`src/rtl/fifo_wr_arbiter.sv`:
```
// fifo_wr_arbiter: round-robin sharing of one synchronous FIFO write port
// among N_REQ producers. A granted producer keeps the port for up to
// MAX_BURST accepted words. The grant is then handed to the next requester
// in the same clock edge, so no idle cycle is inserted between bursts.
module fifo_wr_arbiter #(
    parameter int DATA_W    = 8,
    parameter int N_REQ     = 4,
    parameter int MAX_BURST = 4
) (
    input  logic                    clk,
    input  logic                    rst,
    input  logic [N_REQ-1:0]        req,
    input  logic [N_REQ*DATA_W-1:0] din,
    output logic [N_REQ-1:0]        ack,
    output logic [N_REQ-1:0]        grant,
    input  logic                    fifo_full,
    output logic                    fifo_wr_en,
    output logic [DATA_W-1:0]       fifo_din,
    output logic                    busy
);

    localparam int IW = (N_REQ > 1) ? $clog2(N_REQ) : 1;

    typedef enum logic {
        IDLE  = 1'b0,
        GRANT = 1'b1
    } state_t;

    state_t          state_q, state_d;
    logic [IW-1:0]   owner_q, owner_d;
    logic [IW-1:0]   rr_q, rr_d;
    logic [N_REQ-1:0] grant_q, grant_d;
    logic [3:0]      count_q, count_d;

    logic [DATA_W-1:0] words [N_REQ];
    logic              arb_found;
    logic [IW-1:0]     arb_idx;
    logic [IW-1:0]     cand;
    logic              wr;
    logic              burst_end;

    // Unpack the producer bus into one word per producer.
    for (genvar i = 0; i < N_REQ; i++) begin : g_slice
        assign words[i] = din[i*DATA_W +: DATA_W];
    end

    // Round-robin search starting just after the last owner. The last owner
    // is therefore examined last, so it can win only if nobody else asks.
    always_comb begin
        arb_found = 1'b0;
        arb_idx   = '0;
        cand      = '0;
        for (int k = 1; k <= N_REQ; k++) begin
            cand = IW'((int'(rr_q) + k) % N_REQ);
            if (!arb_found && req[cand]) begin
                arb_found = 1'b1;
                arb_idx   = cand;
            end
        end
    end

    // Write qualification. A burst ends on its last word or when the
    // owner withdraws its request. While the FIFO is full the owner keeps
    // the port and its count holds.
    always_comb begin
        wr        = (state_q == GRANT) && req[owner_q] && !fifo_full;
        burst_end = (state_q == GRANT) &&
                    (!req[owner_q] || (wr && (count_q == 4'(MAX_BURST - 1))));
    end

    // Next-state logic. Arbitration happens from IDLE and again at each
    // burst end.
    always_comb begin
        state_d = state_q;
        owner_d = owner_q;
        rr_d    = rr_q;
        grant_d = grant_q;
        count_d = count_q;
        case (state_q)
            IDLE: begin
                if (arb_found) begin
                    state_d          = GRANT;
                    owner_d          = arb_idx;
                    rr_d             = arb_idx;
                    grant_d          = '0;
                    grant_d[arb_idx] = 1'b1;
                    count_d          = '0;
                end
            end
            GRANT: begin
                if (burst_end) begin
                    count_d = '0;
                    if (arb_found) begin
                        owner_d          = arb_idx;
                        rr_d             = arb_idx;
                        grant_d          = '0;
                        grant_d[arb_idx] = 1'b1;
                    end else begin
                        state_d = IDLE;
                        grant_d = '0;
                    end
                end else if (wr) begin
                    count_d = count_q + 4'd1;
                end
            end
            default: begin
                state_d = IDLE;
                grant_d = '0;
                count_d = '0;
            end
        endcase
    end

    // State registers with synchronous active-low reset. The pointer resets
    // to the last index, so the first search starts at producer 0.
    always_ff @(posedge clk) begin
        if (!rst) begin
            state_q <= IDLE;
            owner_q <= '0;
            rr_q    <= IW'(N_REQ - 1);
            grant_q <= '0;
            count_q <= '0;
        end else begin
            state_q <= state_d;
            owner_q <= owner_d;
            rr_q    <= rr_d;
            grant_q <= grant_d;
            count_q <= count_d;
        end
    end

    // Outputs are driven combinationally from the registered owner. Only
    // the owner can be acked, and only on an actual write.
    always_comb begin
        ack        = '0;
        fifo_wr_en = wr;
        fifo_din   = '0;
        if (state_q == GRANT) begin
            fifo_din     = words[owner_q];
            ack[owner_q] = wr;
        end
    end

    assign grant = grant_q;
    assign busy  = (state_q == GRANT);

endmodule

```
`config.mk`:
```
export PLATFORM = sky130hd
export DESIGN_NAME = fifo_wr_arbiter
export DESIGN_NICKNAME = d
export VERILOG_FILES = /design/src/rtl/fifo_wr_arbiter.sv
export SDC_FILE = /design/constraint.sdc
export NUM_CORES = 1
export LEC_CHECK = 0
export CORE_ASPECT_RATIO = 1.2
export CORE_MARGIN = 1
export CORE_UTILIZATION = 35
export CTS_CLUSTER_DIAMETER = 60
export DETAILED_ROUTE_END_ITERATION = 16
export PLACE_DENSITY_LB_ADDON = 0.08
export SLEW_MARGIN = 25
export SYNTH_ARGS = -nofsm -noshare
export SYNTH_HDL_FRONTEND = slang
export SYNTH_SLANG_ARGS = --single-unit
```
`constraint.sdc`:
```
create_clock -name clk -period 1.6 [get_ports clk]
set_clock_uncertainty 0.15 [all_clocks]
set_input_delay 0.16 -clock clk [delete_from_list [all_inputs] [get_ports clk]]
set_output_delay 0.16 -clock clk [all_outputs]
set_load 0.05 [all_outputs]
```
### Word level (Yosys, flattened, before mapping)

Cells that the tools add are included.

| cells by class | value |
|---|---|
| reduce and logical (&&, ||, !) cells | 17 |
| eq/ne operators | 4 |
| add/subtract/negate cells | 5 |
| magnitude comparators | 9 |
| bitwise logic cells | 3 |
| muxes and demuxes | 44 |

Operators with widths:

| cell | number |
|---|---|
| $mux 4 | 7 |
| $mux 8 | 3 |
| $lt 2x3->1 const B | 6 |
| $bmux 8 s2 | 1 |
| $mux 2 | 8 |
| $pmux 4 s2 | 2 |
| $mux 1 | 13 |
| $bmux 1 s2 | 5 |
| $logic_and 1x1->1 | 9 |
| $pmux 2 s2 | 2 |
| $logic_not 1->1 | 5 |
| $add 2x1->2 const B | 2 |
| $add 2x2->2 const B | 2 |
| $add 4x1->4 const B | 1 |
| $and 4x4->4 | 1 |
| $demux 1 s2 | 2 |
| $eq 4x2->1 const B | 1 |
| $ge 2x1->1 const B | 2 |
| $reduce_and 2->1 | 2 |
| $ge 3x3->1 const B | 1 |
| $ne 3x2->1 const B | 1 |
| $not 2->3 | 1 |
| $ne 2x1->1 const B | 1 |
| $ne 2x2->1 const B | 1 |
| 3 further kinds | 3 |

| word-level totals | value |
|---|---|
| output and inout port bits | 18 |
| bits of input ports | 39 |
| register bits | 13 |

### Depth between registers and ports, before layout

Gate-level depths: netlist of the first run.

| logic depth | value |
|---|---|
| depth after elaboration | 20 |
| depth in mapped cells | 6 |
| depth with buffers taken out | 5 |

### Worst setup path after synthesis of the first run

Ideal clock, no wire load.

| timing | value |
|---|---|
| path kind | reg2out |
| from | register state_q (netlist: busy) |
| to | output ack[0] |
| stages on the path, launching flop included | 5 |
| slack | -1.096 ns |
| data arrival time | 2.386 ns |
| cells stage by stage | dfxtp_1 -> nand2_1 -> o22a_2 -> or2_4 -> nor3_1 |

| between the ends | value |
|---|---|
| cells in the longest elaborated chain, start to end | 4 |

Ends and longest elaborated chain:

| item | RTL line | RTL |
|---|---|---|
| start: declaration | 29 | `state_t state_q, state_d;` |
| start signal: assignment | 124 | `state_q <= state_d;` |
| $logic_and 1x1->1 (2 in series) | 66 | `wr = (state_q == GRANT) && req[owner_q] && !fifo_full;` |
| $and 4x4->4 (no line) | - |  |
| $mux 4 (*) | 138 | `if (state_q == GRANT) begin` |
| end: declaration | 14 | `output logic [N_REQ-1:0] ack,` |

Every way passes the cells marked *; elsewhere a longest branch is shown, timed or not.

### Worst setup path after layout of the first run

| timing | value |
|---|---|
| from | register owner_q[1] |
| to | output ack[2] |

| between the ends | value |
|---|---|
| cells in the longest elaborated chain, start to end | 6 |

Ends and longest elaborated chain:

| item | RTL line | RTL |
|---|---|---|
| start: declaration | 30 | `logic [IW-1:0] owner_q, owner_d;` |
| start signal: assignment | 125 | `owner_q <= owner_d;` |
| $lt 2x3->1 (implied by the code), or another cell as far along | 140 | `ack[owner_q] = wr;` |
| $logic_and 1x1->1 (implied by the code) or $mux 1 (tied branches) | 140, 66 |  |
| $mux 1 (implied by the code) or $logic_and 1x1->1 (tied branches) | 140, 66 |  |
| $demux 1 s2 or $logic_and 1x1->1 (tied branches) | 140, 66 |  |
| $and 4x4->4 (no line) (*) | - |  |
| $mux 4 (*) | 138 |  |

Every way passes the cells marked *; elsewhere a longest branch is shown, timed or not. The select of a mux whose other input is x is not followed.

==> summary.txt, run 1 <==
Die
  • Core Box Area: 0.00279 mm2
  • Die ar.: 0.00317 mm2
  • Die width: 51.6 um
  • Row count: 21
  • Num ports: 57
  • Initial core utilization: 0.371
  • Die H: 61.5 um

Logic synthesis
  • Synth Warn #: 0
  • Post-Syn Nets: 142
  • EDFF count, synth: 0
  • Synth Instances: 102
  • Syn Area/Cell: 10.1 um2
  • Largest cells by area after synthesis: dfxtp_1 (25%), mux4_2 (17%), and2_1 (4.8%)
  • Synthesized flop and latch total: 13
  • Synth area leader: dfxtp_1
  • Predominant post-synthesis flop cell: dfxtp_1
  • Distinct cells, synth: 43
  • Top cell type's share of synthesized area: 0.252
  • Sequential area share after synthesis: 0.252
  • Mapped Area: 0.00103 mm2
  • Ys async rst share: 0

Hold path
  • Hold Path Class: in2reg

GRT
  • First-pass GRT wire length: 4930 um
  • Vias in the first global route: 1154
  • Initial antenna violation count: 0
  • Largest net degree at the start of global routing: 13
  • Total gr overflow: 0
  • Tot GR Track Use: 0.208

Clocking
  • Skew-Pair Late Insertion Delay: 0.28 ns
  • Sink Count: 13
  • CTS tree: yes
  • Reg clk slew, reported paths: 0.08 ns
  • H-tree depth: 1
  • Max clock buf depth: 2
  • CTS root buf: clkbuf_4
  • Cts bufs inserted: 3
  • CTS Hold Bufs: 0

Placement
  • Placer Congestion: 0.744
  • I/O Buffers: 56
  • Final HPWL DP: 2530 um
  • Placed Instance Area: 0.00186 mm2

STA
  • Count of final hold-check violations: 0
  • Final Max Slew Viols: 0
  • Worst Slack Setup Final: -0.415 ns
  • Worst-margin pin slew: 0.326 ns
  • Maximum achievable frequency: 0.496 GHz
  • Period utilization: 1.26
  • RSZ-0062 raised after global routing: yes
  • Final Critical Period: 2.02 ns
  • Finish-stage setup viols: 19
  • Worst rel slew slack: 0.781

Final layout
  • Diode count: 0
  • Sequential cell area: 274 um2
  • Multi-input gate area: 868 um2
  • Share of layout cells above drive strength 1: 0.556
  • Post-route cell area: 0.00210 mm2
  • Core Util, Final: 0.755
  • # fillers: 207
  • Nets: 228
  • Layout area overhead: 104%

Setup path
  • CP Capture Type: output pin
  • CP Max Fanout: 4
  • Crit path launch type: register
  • Arrival @ worst endpoint: 1.71 ns
  • Critical path type: reg2out
  • Required time worst endpoint: 1.29 ns

Status
  • Status: finished, violations left
  • Violated checks: negative setup slack

Detailed routing
  • WL final: 3500 um
  • DR vias: 1180
  • Routed Antenna Nets: 0
  • Routed len/inst: 15.8 um
  • Residual DRC: 0
  • Iter 0 DRT Violations: 18
  • Drt via density: 5.34
  • Drt first pass iters: 4

Pwr
  • Leakage: 0.825 nW
  • PD cells: 854 mW/mm2
  • Maximum vdd drop: 769 uV

Flow run
  • MaxCap Viol Count: 0
power breakdown:
| part | internal, mW | switching (mW) | total (mW) | leakage [nW] |
|---|---|---|---|---|
| sequential | 0.376 | 0.0491 | 0.425 | 0.109 |
| clock | 0.0969 | 0.116 | 0.213 | 0.0150 |
| combinational | 0.607 | 0.549 | 1.16 | 0.700 |
| total | 1.08 | 0.714 | 1.79 | 0.825 |
flip-flops by register name, summed over array words and instances (netlist names):
name	count
count_q	4
grant	4
owner_q	2
rr_q	2
busy	1
synthesized netlist by cell type (2+ instances only):
cell	instances
o32ai_1	4
nor3_1	2
inv_1	5
a21oi_1	5
o21ai_0	3
a2bb2oi_2	2
nor2_1	2
nand3_1	2
or3_1	3
nand2b_1	5
nand2_1	5
nor3b_2	2
and2_1	8
mux2i_1	3
buf_2	3
nand3b_1	2
dfxtp_1	13
mux4_2	8
timing repair:
action                     4_1_cts  5_1_grt
gates resized for setup         25       25
pin swaps                        4       16
setup buffers                    2        7
setup endpoints to repair       25       24
final timing paths:
| path | from | to | slack (ns) | depth (start not counted) |
|---|---|---|---|---|
| worst max register to register | count_q[1] | count_q[3] | -0.08 | 6 |
| worst min-delay path | req[2] | rr_q[0] | 0.32 | 4 |
| worst min register to register | grant[0] | grant[0] | 0.34 | 2 |
| worst max-delay path | owner_q[1] | ack[2] | -0.42 | 5 |
critical path: stages (launching register included):
cell and delay [ns]:
dfxtp_4 0.37, mux2i_2 0.15, o22a_2 0.23, or2_4 0.28, nor3b_4 0.23, buf_12 0.17
logic make-up after synthesis:
| kind of cell | share of synthesized area |
|---|---|
| and+or+nand+nor | 0.278 |
| AOI/OAI and AO/OA | 0.190 |
| DFF | 0.252 |
| muxes | 0.217 |
| buffers and inverters | 0.0509 |
| adders and majority gates | 0.0121 |
layer usage:
layer	part of all wire	global-route usage
met2	0.55	0.425
met4	0.0066	0.0618
met5	0	0
met3	0.080	0.0519
met1	0.36	0.204
metrics by stage:
step	setup WS, ns	TNS, ns	hold WS [ns]	total power [mW]	cells
floorplan	-0.310	-2.23	0.149	1.05	102
global placement	-0.386	-6.52	0.300	1.42	210
detailed placement	-0.407	-7.06	0.303	1.44	210
CTS	-0.410	-4.90	0.316	1.73	216
global route	-0.460	-6.05	0.343	1.88	221
finish	-0.415	-4.68	0.318	1.79	221
cells in the final DEF, fill, tap and decap left out, types with 2 or more instances in the layout:
cell type        instances
nand2_1                  5
buf_6                   11
o32ai_2                  4
nand3b_1                 2
and2_4                   8
clkbuf_4                 3
dfxtp_2                  2
dfxtp_1                  8
mux4_2                   8
o21ai_4                  2
inv_1                    5
a21oi_2                  3
a21oi_1                  2
mux2i_1                  2
mux2i_2                  2
clkdlybuf4s50_1         34
or4_4                    2
dfxtp_4                  3
buf_4                   30
nor3b_4                  2
o21ai_1                  2
buf_12                   7
nand2b_1                 4
nand3_1                  2
nor2_1                   2
or3_4                    2
area by class of cell:
cell class / count / share of cell area
Inverter: 6 / 0.0119
Timing Repair Buffer: 86 / 0.412
Tap cell: 34 / 0.0202
Clock buffer: 4 / 0.0125
Multi-Input combinational cell: 78 / 0.413
Sequential cell: 13 / 0.130
No activity file was read; power rests on OpenSTA's default activity.
==> run 2, diff against run 1 <==
Settings changed: CORE_UTILIZATION 35 to 55, DONT_BUFFER_PORTS set to 1.
==> summary.txt, run 2 (synthesized netlist as in run 1, its figures left out) <==
Pwr
  • PD cells: 1100 mW/mm2
  • Leakage: 0.488 nW
  • Switching power total: 0.633 mW
  • Maximum vdd drop: 886 uV
  • Switch share: 0.420
  • Logic pwr share: 0.550
  • Int Power: 0.876 mW
  • Share of power burned in registers: 0.319
  • Clock Power Share: 0.131

Setup path
  • Arrival @ worst endpoint: 1.71 ns
  • Critical path type: reg2out
  • CP Capture Type: output pin
  • Required time worst endpoint: 1.29 ns
  • CP Max Fanout: 4
  • Reg-to-reg endpoint: count_q[3]
  • R2r setup slk: -0.17 ns
  • Reg2reg path depth: 7
  • Crit path launch type: register
  • Crit Reg-Reg Startpoint: owner_q[1]
  • Critical Path Start: owner_q[1]
  • Crit path capture: ack[2]

Detailed routing
  • Residual DRC: 0
  • Drt via density: 6.43
  • Routed len/inst: 17.3 um
  • DR vias: 888
  • WL final: 2390 um
  • Iter 0 DRT Violations: 8
  • Routed Antenna Nets: 0
  • Drt first pass iters: 3

GRT
  • Total gr overflow: 0
  • Initial antenna violation count: 0
  • Vias in the first global route: 961
  • First-pass GRT wire length: 3950 um
  • Largest net degree at the start of global routing: 14
  • Tot GR Track Use: 0.243

Die
  • Initial core utilization: 0.607
  • Die ar.: 0.00205 mm2
  • Row count: 16
  • Die H: 49.5 um
  • Num ports: 57
  • Core Box Area: 0.00170 mm2
  • Die width: 41.5 um

Clocking
  • Sink Count: 13
  • Skew-Pair Late Insertion Delay: 0.27 ns
  • Max clock buf depth: 2
  • CTS root buf: clkbuf_4
  • CTS tree: yes
  • Reg clk slew, reported paths: 0.08 ns
  • H-tree depth: 1
  • Cts bufs inserted: 3

STA
  • Finish-stage setup viols: 25
  • Final Critical Period: 2.02 ns
  • Fin Hold WS: 0.0773 ns
  • Worst-margin pin slew: 0.514 ns
  • Final Max Slew Viols: 0
  • Period utilization: 1.26
  • Worst rel slew slack: 0.657
  • Maximum achievable frequency: 0.495 GHz
  • RSZ-0062 raised after global routing: yes
  • TNS Setup: -4.88 ns
  • Count of final hold-check violations: 0
  • Worst Slack Setup Final: -0.422 ns

Hold path
  • Hold Path Class: in2reg

Final layout
  • Layout area overhead: 33.0%
  • Post-route cell area: 0.00137 mm2
  • Most common cell after layout, fill and taps aside: buf_4
  • Post-Layout Cell Count: 138
  • Diode count: 0
  • # fillers: 98
  • Most frequent cells in the layout: buf_4 (13), and2_4 (9), dfxtp_1 (9), mux4_2 (8)
  • Share of layout cells above drive strength 1: 0.517
  • Nets: 161

Placement
  • Placer Congestion: 0.787
  • Dpl cells: 131
  • Placed Instance Area: 0.00123 mm2
  • Final HPWL DP: 1840 um
  • I/O Buffers: 0

Status
  • Status: finished, violations left
  • Violated checks: negative setup slack

Flow run
  • MaxCap Viol Count: 0
==> run 2: repair_timing <==
| action | CTS | global route |
|---|---|---|
| hold endpoints to repair | 9 | 0 |
| pin swaps | 0 | 3 |
| setup endpoints to repair | 22 | 23 |
| gates resized for setup | 23 | 6 |
| buffers inserted | 1 | 1 |
| hold buffers | 1 | 0 |
==> run 2: how the worst min path moves through the flow <==
stage | slack, ns | cells after the start | to | from
after floorplan | 0.15 | 2 | owner_q[1] | rst
after global placement | 0.16 | 2 | owner_q[1] | rst
after detailed placement | 0.17 | 2 | owner_q[0] | rst
after CTS | 0.06 | 2 | busy | req[3]
after global routing | 0.08 | 2 | busy | req[3]
final | 0.08 | 2 | busy | req[3]
==> run 2: final cells by class <==
type / instances / area (um2) / share of cell area
repair buffers: 19 / 203 / 0.148
clock buffers: 4 / 26.3 / 0.0191
flip-flops and latches: 13 / 273 / 0.199
well taps: 18 / 22.5 / 0.0164
inverters: 6 / 25.0 / 0.0182
multi-input cells: 78 / 823 / 0.600
==> run 2: power groups by stage <==
| stage | Clock, mW | Combinational (mW) | Sequential, mW |
|---|---|---|---|
| after floorplan | 0 | 0.584 | 0.468 |
| after CTS | 0.205 | 0.787 | 0.479 |
| after global routing | 0.218 | 0.882 | 0.489 |
| after global placement | 0 | 0.707 | 0.477 |
| after detailed placement | 0 | 0.722 | 0.480 |
| final | 0.198 | 0.830 | 0.482 |
==> run 2: routing by layer <==
layer	GRT usage	wire length, um
met5	0	0
met1	0.241	854
met2	0.497	1370
met3	0.0293	139
met4	0.0806	27
==> run 2: metrics by stage <==
stage | setup slack, ns | total power, mW | util
2_1_floorplan | -0.310 | 1.05 | -
3_3_place_gp | -0.0753 | 1.18 | 0.724
3_5_place_dp | -0.146 | 1.20 | 0.724
4_1_cts | -0.409 | 1.47 | 0.779
5_1_grt | -0.491 | 1.59 | 0.807
6_report | -0.422 | 1.51 | 0.807
==> run 2: critical path, stage by stage (launching register included) <==
cell	delay, ns
dfxtp_4	0.36
mux2i_1	0.15
o22a_2	0.25
or2_4	0.28
nor3b_4	0.23
buf_12	0.17
